==> src/rtl/seg_scan_ctrl.sv <==
// Time-multiplexed scan controller for an N-digit 7-segment display.
// Display words arrive via valid/ready and are swapped in only at frame boundaries or while off.
module seg_scan_ctrl #(
    parameter int N_DIGITS     = 4,
    parameter int SLOT_CYCLES  = 50000,
    parameter int GUARD_CYCLES = 500
) (
    input  logic                  clk,
    input  logic                  rst_n,
    input  logic                  en,
    input  logic                  lzb_en,
    input  logic                  load_valid,
    input  logic [4*N_DIGITS-1:0] load_data,
    input  logic [N_DIGITS-1:0]   load_dp,
    output logic                  load_ready,
    output logic [3:0]            digit_code,
    output logic [N_DIGITS-1:0]   an_n,
    output logic                  dp,
    output logic                  frame_end
);

    localparam int CNT_W = $clog2(SLOT_CYCLES);
    localparam int IDX_W = $clog2(N_DIGITS);
    localparam logic [CNT_W-1:0] SLOT_LAST  = CNT_W'(SLOT_CYCLES - 1);
    localparam logic [CNT_W-1:0] GUARD_LAST = CNT_W'((GUARD_CYCLES > 0) ? GUARD_CYCLES - 1 : 0);
    localparam logic [IDX_W-1:0] IDX_LAST   = IDX_W'(N_DIGITS - 1);

    typedef enum logic [1:0] {OFF, GUARD, DRIVE} state_t;

    state_t                state, state_d;
    logic [CNT_W-1:0]      cnt, cnt_d;
    logic [IDX_W-1:0]      idx, idx_d;
    logic [4*N_DIGITS-1:0] pend_data, act_data, act_data_d;
    logic [N_DIGITS-1:0]   pend_dp, act_dp, act_dp_d;
    logic                  full, full_d, take, xfer;
    logic [N_DIGITS-1:0]   lz;
    logic [3:0]            code_d, nib;
    logic [N_DIGITS-1:0]   an_d;
    logic                  dp_d, fe_d;

    always_ff @(posedge clk or negedge rst_n) begin
        if (!rst_n) begin
            state <= OFF;
            cnt   <= '0;
            idx   <= '0;
        end else begin
            state <= state_d;
            cnt   <= cnt_d;
            idx   <= idx_d;
        end
    end

    always_comb begin
        state_d = state;
        cnt_d   = cnt;
        idx_d   = idx;
        if (!en) begin
            state_d = OFF;
            cnt_d   = '0;
            idx_d   = '0;
        end else begin
            case (state)
                OFF: begin
                    cnt_d = '0;
                    idx_d = '0;
                    if (GUARD_CYCLES == 0) state_d = DRIVE;
                    else                   state_d = GUARD;
                end
                GUARD: begin
                    cnt_d = cnt + 1'b1;
                    if (cnt == GUARD_LAST) state_d = DRIVE;
                end
                DRIVE: begin
                    if (cnt == SLOT_LAST) begin
                        cnt_d = '0;
                        idx_d = (idx == IDX_LAST) ? '0 : idx + 1'b1;
                        if (GUARD_CYCLES == 0) state_d = DRIVE;
                        else                   state_d = GUARD;
                    end else begin
                        cnt_d = cnt + 1'b1;
                    end
                end
                default: state_d = OFF;
            endcase
        end
    end

    // frame_end is a registered copy of "last cycle of the frame", so it doubles as the swap strobe
    always_comb begin
        take       = load_valid && !full;
        xfer       = full && (frame_end || state == OFF);
        act_data_d = xfer ? pend_data : act_data;
        act_dp_d   = xfer ? pend_dp : act_dp;
        full_d     = take ? 1'b1 : (xfer ? 1'b0 : full);
    end

    // Outputs are computed from next-state values and registered, so they line up with the state
    always_comb begin
        lz = '0;
        lz[N_DIGITS-1] = (act_data_d[4*N_DIGITS-1 -: 4] == 4'h0);
        for (int i = N_DIGITS - 2; i >= 1; i--) begin
            lz[i] = (act_data_d[4*i +: 4] == 4'h0) && lz[i+1];
        end
        lz[0]  = 1'b0;
        nib    = act_data_d[4*idx_d +: 4];
        code_d = 4'hF;
        an_d   = '1;
        dp_d   = 1'b0;
        fe_d   = 1'b0;
        if (state_d != OFF) begin
            code_d = (lzb_en && lz[idx_d]) ? 4'hF : nib;
            dp_d   = act_dp_d[idx_d];
        end
        if (state_d == DRIVE) begin
            an_d[idx_d] = 1'b0;
            fe_d        = (idx_d == IDX_LAST) && (cnt_d == SLOT_LAST);
        end
    end

    always_ff @(posedge clk or negedge rst_n) begin
        if (!rst_n) begin
            pend_data  <= '0;
            pend_dp    <= '0;
            full       <= 1'b0;
            act_data   <= '1;
            act_dp     <= '0;
            load_ready <= 1'b1;
            digit_code <= 4'hF;
            an_n       <= '1;
            dp         <= 1'b0;
            frame_end  <= 1'b0;
        end else begin
            if (take) begin
                pend_data <= load_data;
                pend_dp   <= load_dp;
            end
            full       <= full_d;
            act_data   <= act_data_d;
            act_dp     <= act_dp_d;
            load_ready <= !full_d;
            digit_code <= code_d;
            an_n       <= an_d;
            dp         <= dp_d;
            frame_end  <= fe_d;
        end
    end

endmodule

==> config.mk <==
export PLATFORM = sky130hd
export DESIGN_NAME = seg_scan_ctrl
export DESIGN_NICKNAME = d
export VERILOG_FILES = /design/src/rtl/seg_scan_ctrl.sv
export SDC_FILE = /design/constraint.sdc
export NUM_CORES = 1
export LEC_CHECK = 0
export BUFFER_PORTS_ARGS = -buffer_cell sky130_fd_sc_hd__buf_4
export CAP_MARGIN = 20
export CELL_PAD_IN_SITES_DETAIL_PLACEMENT = 1
export CELL_PAD_IN_SITES_GLOBAL_PLACEMENT = 1
export CORE_MARGIN = 4
export CORE_UTILIZATION = 51
export DETAILED_ROUTE_END_ITERATION = 8
export HOLD_SLACK_MARGIN = 0.02
export PLACE_DENSITY = 0.84
export SLEW_MARGIN = 10
export SYNTH_ARGS = -nofsm -noshare
export SYNTH_HDL_FRONTEND = slang
export SYNTH_SLANG_ARGS = --single-unit
==> constraint.sdc <==
create_clock -name clk -period 5.4 [get_ports clk]
set_input_delay 0.54 -clock clk [delete_from_list [all_inputs] [get_ports clk]]
set_output_delay 0.54 -clock clk [all_outputs]
set_load 0.005 [all_outputs]
### Yosys cells after proc, flatten, opt, wreduce, memory -nomap -nowiden

Cells that the tools add are included.

* register bits: 72
* latch bits: 0
* bits in writable memories: 0
* bits in read-only memories: 0
* bits of input ports: 25
* output and inout bits: 11
* memories: 0

* add/sub/neg operators: 2
* $mul: 0
* divide/modulo/power cells: 0
* magnitude comparators: 2
* eq/ne operators: 8
* shift operators: 1
* multiplexer cells: 26
* bitwise logic cells: 1
* reduce and logical (&&, ||, !) cells: 15

Operators with widths (number)
* $mux 16: 3
* $pmux 16 s3: 1
* $eq 16x16->1 const B: 2
* $add 16x1->16 const B: 1
* $eq 16x9->1 const B: 1
* $mux 4: 4
* $shiftx 16x5->4: 1
* $logic_not 4->1: 3
* $mux 2: 6
* $eq 2x2->1 const B: 4
* $logic_and 1x1->1: 7
* $mux 1: 7
* $pmux 2 s3: 1
* $bmux 1 s2: 2
* $not 4->4: 1
* $pmux 2 s2: 1
* $lt 2x3->1 const B: 1
* $add 2x1->2 const B: 1
* $demux 1 s2: 1
* $eq 2x1->1 const B: 1
* $ge 2x1->1 const B: 1
* $logic_not 1->1: 2
* $logic_not 2->1: 1
* $reduce_bool 2->1: 1
* $logic_or 1x1->1: 1

### Depth between registers and ports, before layout

* depth after elaboration: 12
* mapped depth: 9
* mapped depth without buffers: 8

### Worst setup path after synthesis

Ideal clock, no wire load.

* path type: register to register
* start: reg cnt[0]
* end: reg frame_end
* setup time: 0.096 ns
* arrival time: 2.002 ns
* slack: 3.302 ns
* cell stages (with the launch flop): 9
* path buffers: 1
* period minus slack after synthesis: 2.098 ns
* cell sequence: dfrtp_1 ha_1 nor4b_4 and4_4 nand4b_4 and2_1 buf_6 a211o_1 nor4_2

* cells in the longest elaborated chain, start to end: 7

RTL lines
* from (decl): RTL line 31 `logic [CNT_W-1:0] cnt, cnt_d;`
* from (signal assigned): RTL line 48 `cnt <= cnt_d;`
* $add 16x1->16 or $eq 16x16->1 (tied branches): RTL line 70, 80, 74
* $mux 16 or $mux 2 (tied branches): RTL line 74 `if (cnt == SLOT_LAST) begin`
* $pmux 16 s3 or $pmux 2 s2 (tied branches): RTL line 62 `case (state)`
* $mux 16 or $mux 2 (tied branches): RTL line 57 `if (!en) begin`
* $eq 16x16->1 or $eq 2x2->1 (tied branches): RTL line 116 `fe_d = (idx_d == IDX_LAST) && (cnt_d == SLOT_LAST);`
* $logic_and 1x1->1: RTL line 116
* $mux 1 *: RTL line 114 `if (state_d == DRIVE) begin`
* via fe_d: RTL line 39 `logic dp_d, fe_d;`
* to (signal assigned): RTL line 131 `frame_end <= 1'b0;`
* to (signal assigned): RTL line 144 `frame_end <= fe_d;`
* to (decl): RTL line 19 `output logic frame_end`

The timed path passes the listed nets; every way through them passes the cells marked *.
A chain may end at the register's enable or synchronous reset.

### Worst setup path after layout

* start: reg state[0]
* end: reg digit_code[0]

* cells in the longest elaborated chain, start to end: 12

RTL lines
* from (decl): RTL line 30 `state_t state, state_d;`
* from (signal assigned): RTL line 47 `state <= state_d;`
* $logic_not 2->1: RTL line 62, 91
* $logic_or 1x1->1: RTL line 91 `xfer = full && (frame_end || state == OFF);`
* $logic_and 1x1->1: RTL line 91
* $mux 16: RTL line 92 `act_data_d = xfer ? pend_data : act_data;`
* $logic_not 4->1, on equally long branches: RTL line 102, 100
* $logic_and 1x1->1 (2 in series): RTL line 102 `lz[i] = (act_data_d[4*i +: 4] == 4'h0) && lz[i+1];`
* $bmux 1 s2: RTL line 111 `code_d = (lzb_en && lz[idx_d]) ? 4'hF : nib;`
* $mux 1 (implied by the code): RTL line 111
* $logic_and 1x1->1: RTL line 111
* $mux 4: RTL line 111
* $mux 4 *: RTL line 110 `if (state_d != OFF) begin`
* via code_d[0]: RTL line 37 `logic [3:0] code_d, nib;`
* to (signal assigned): RTL line 141 `digit_code <= code_d;`
* to (decl): RTL line 16 `output logic [3:0] digit_code,`

The timed path passes the listed nets; every way through them passes the cells marked *. The select of a mux whose other input is x is not followed.

==> flow_summary.yaml <==
sta:
  finalCriticalPeriod_ns: 2.696
  rsz0062_at_grt: "false"
  slew_headroom_pct: 30.52
  finClkSkew_ns: 0.006801
  fmax_ghz: 0.3709
  setup-violations-final: 0
  min_period_over_period_pct: 49.93
  hold_viol: 0
  worst_pin_slew_ns: 1.037
  final.setup.tns_ns: 0
  finalMaxSlewViolations: 0
  timing.final.ws_setup_ns: 2.704
critical_path:
  worstRegToRegCells: 6
  critPathSlowestCell: "nand2_1"
  r2r-start: "state[0]"
  timing.rr.end: "digit_code[0]"
  cp_cell_sequence: "o21bai_1, nand2_1, mux2i_1, a2111oi_0, a211oi_2, o211ai_1"
  crit_type: "register to register"
  rrSetupSlack_ns: 2.70
  cp_num_cells: 6
  crit_start: "state[0]"
  cp.required_ns: 5.66
  cp-end-kind: "register"
  critPathMaxFanout: 23
  slowest_delay_ns: 0.75
  critPathBufInv: 0
  crit_family: "compound AO/OA/AOI/OAI gates"
  start_kind: "register"
  crit_end: "digit_code[0]"
  worstPathArrival_ns: 2.96
floorplanning:
  rows: 29
  initial_utilization_pct: 53.46
  core_um2: 6495
  die_h_um: 90.51
  die-width_um: 90.51
  die-area_um2: 8192
  io_pins: 36
finish:
  final.fill_count: 696
  ff_latch_area_um2: 1833
  drive_gt1_share_pct: 41.77
  syn_to_final_growth_pct: 14.81
  n_antenna_cell: 0
  layout.nets: 350
  multi_input_area_um2: 1556
routing:
  num_vias: 2394
  wire_per_inst_um: 20.26
  first_pass_iters: 4
  vias_per_cell: 5.911
  wirelength_mm: 8.206
  drcViolationCount: 0
  drt-initial-drc-count: 104
  drtAntennaViolNets: 0
global_route:
  grt_pass1_vias: 2631
  met2_usage_pct: 34.84
  overflow: 0
  grtUsageMet3_pct: 4.583
  antenna_found_initial: 0
  grt_first_pass_wirelength_mm: 13.79
  grt_max_degree: 73
  grtUsageTotal_pct: 21.34
  grtUsageMet1_pct: 28.13
  grt-busiest-layer: "met2"
power:
  sequentialPowerShare_pct: 51.7
  leakagePower_nw: 1.637
  powerDensity_nw_per_um2: 370.3
  p_int_w: 0.001081
  power_frac_comb_pct: 17.6
  max-vdd-ir-drop_mv: 0.2398
  p_switching_w: 0.0003952
  clock_power_share_pct: 30.7
  switching_share_pct: 26.77
yosys:
  syn_inst: 287
  ys_types: 56
  synth_seq_area_share_pct: 52.79
  ys_warn_count: 0
  avgSynthCellArea_um2: 12.10
  yosysTopAreaCellShare_pct: 33.87
  syn_area_um2: 3472
  ys_seq_elements: 72
  syn_nets: 314
  synth_area_leaders: "dfrtp_1 (34%), dfstp_2 (19%), mux2_2 (13%)"
  yosys.area.top_type: "dfrtp_1"
clocking:
  clk_latency_ns: 0.34
  cts-root-buf: "clkbuf_8"
  clk_path_buf_depth: 2
  cts_tree: "built"
  clkSlewWorstSetupHoldPaths_ns: 0.08
  cts_buffers: 9
  cts_hold_buf: 0
  h-tree-depth: 3
  cts_resized: 0
  clock-sinks: 72
  post_cts_buffers: 0
min_path:
  hp-class: "input port to asynchronous set/reset pin"
run_status:
  outcome: "completed"
place:
  dp_hpwl_mm: 5.816
  port_buffers: 35
  pre_cts_ws_ns: 2.765
  gp_congestion: 0.8376
flow_run:
  maxCapViolCount: 0
==> Yosys cell counts (all sizes together) <==
cell     instances
dfrtp           47
mux2            40
dfstp           25
nor2            25
nand3           14
nand2           13
mux2i           12
xor2             9
nor4             8
buf              7
nand4            7
xnor2            7
inv              6
o211ai           6
and2             5
o21ai            5
or2              5
and4             4
clkbuf           3
nor2b            3
or3              3
a211oi           2
a21o             2
a21oi            2
and3             2
and4bb           2
ha               2
nand3b           2
nand4b           2
nor4b            2
o21a             2
o21bai           2
or3b             2
a2111oi          1
a211o            1
a21bo            1
a31oi            1
nand2b           1
nor3             1
nor3b            1
o22ai            1
o2bb2ai          1
==> per-stage QoR <==
step / hold slack [ns] / instances / power (W) / utilization [%] / instance area, um^2
2_1_floorplan: 0.2444 / 287 / 0.0009202 / - / 3472
3_3_place_gp: 0.4765 / 389 / 0.001004 / 58.06 / 3771
3_5_place_dp: 0.4931 / 389 / 0.001031 / 58.06 / 3771
4_1_cts: 0.3445 / 405 / 0.001486 / 61.38 / 3986
5_1_grt: 0.3808 / 405 / 0.001549 / 61.38 / 3986
6_report: 0.3119 / 405 / 0.001476 / 61.38 / 3986
==> metal layers <==
| layer | wire length, um | up-vias |
|---|---|---|
| li1 | - | 1111 |
| met1 | 3715 | 1204 |
| met2 | 4046 | 63 |
| met3 | 300 | 16 |
| met4 | 144 | 0 |
| met5 | 0 | - |
==> sequential cells by signal, summed over array words and instances, names as in the netlist <==
| register | flops |
|---|---|
| idx | 2 |
| pend_dp | 4 |
| full | 1 |
| an_n | 4 |
| pend_data | 16 |
| act_dp | 4 |
| frame_end | 1 |
| cnt | 16 |
| digit_code | 4 |
| load_ready | 1 |
| dp | 1 |
| state | 2 |
| act_data | 16 |
==> worst reg2reg max path, cell delays in order, from the launching register on <==
cell and delay (ns):
dfrtp_1 0.63, o21bai_1 0.17, nand2_1 0.75, mux2i_1 0.25, a2111oi_0 0.53, a211oi_2 0.15
o211ai_1 0.14
==> cell type report <==
| cell class | count | share of cell area [%] |
|---|---|---|
| multi-input cells | 199 | 39.05 |
| well taps | 77 | 2.417 |
| clock inverters | 5 | 1.601 |
| flip-flops and latches | 72 | 45.98 |
| repair buffers | 35 | 6.591 |
| inverters | 6 | 0.5650 |
| clock buffers | 11 | 3.798 |
==> power groups by stage <==
| stage | Sequential, W | Clock, W | Combinational, W |
|---|---|---|---|
| CTS | 0.000765 | 0.000458 | 0.000263 |
| floorplan | 0.000744 | 0 | 0.000176 |
| finish | 0.000764 | 0.000453 | 0.000260 |
| detailed placement | 0.000773 | 0 | 0.000258 |
| global route | 0.000779 | 0.000486 | 0.000285 |
| global placement | 0.000763 | 0 | 0.000240 |
==> cells by family (layout without fill, tap and decap cells) <==
family / after synthesis / count (layout) / synth area share [%]
simple gates: 102 / 102 / 17.59
xor+xnor: 16 / 16 / 4.036
compound gates: 27 / 27 / 5.622
fa+ha+maj: 2 / 2 / 0.7206
buf+inv: 16 / 57 / 2.450
mux: 52 / 52 / 16.79
flops: 72 / 72 / 52.79
==> how the worst min path moves through the flow <==
stage / end / slack (ns) / start
after detailed placement: pend_data[1] / 0.49 / pend_data[1]
after global routing: state[0] / 0.38 / rst_n
final: state[0] / 0.31 / rst_n
after global placement: act_dp[3] / 0.48 / act_dp[3]
after CTS: pend_dp[2] / 0.34 / rst_n
after floorplan: act_dp[0] / 0.24 / rst_n
==> cell usage in the layout (no fill, tap or decap), types with 3 or more instances in the layout <==
| master | n |
|---|---|
| nand2_1 | 11 |
| clkbuf_8 | 11 |
| o21ai_0 | 5 |
| nand3_1 | 14 |
| inv_1 | 5 |
| nor2_1 | 25 |
| mux2_2 | 40 |
| or3_1 | 3 |
| nand4_1 | 7 |
| xnor2_1 | 7 |
| dfstp_2 | 25 |
| o211ai_1 | 6 |
| buf_4 | 35 |
| or2_2 | 4 |
| xor2_1 | 9 |
| dfrtp_1 | 47 |
| and2_1 | 5 |
| mux2i_1 | 11 |
| nor4_1 | 7 |
No activity file was read; power rests on OpenSTA's default activity.
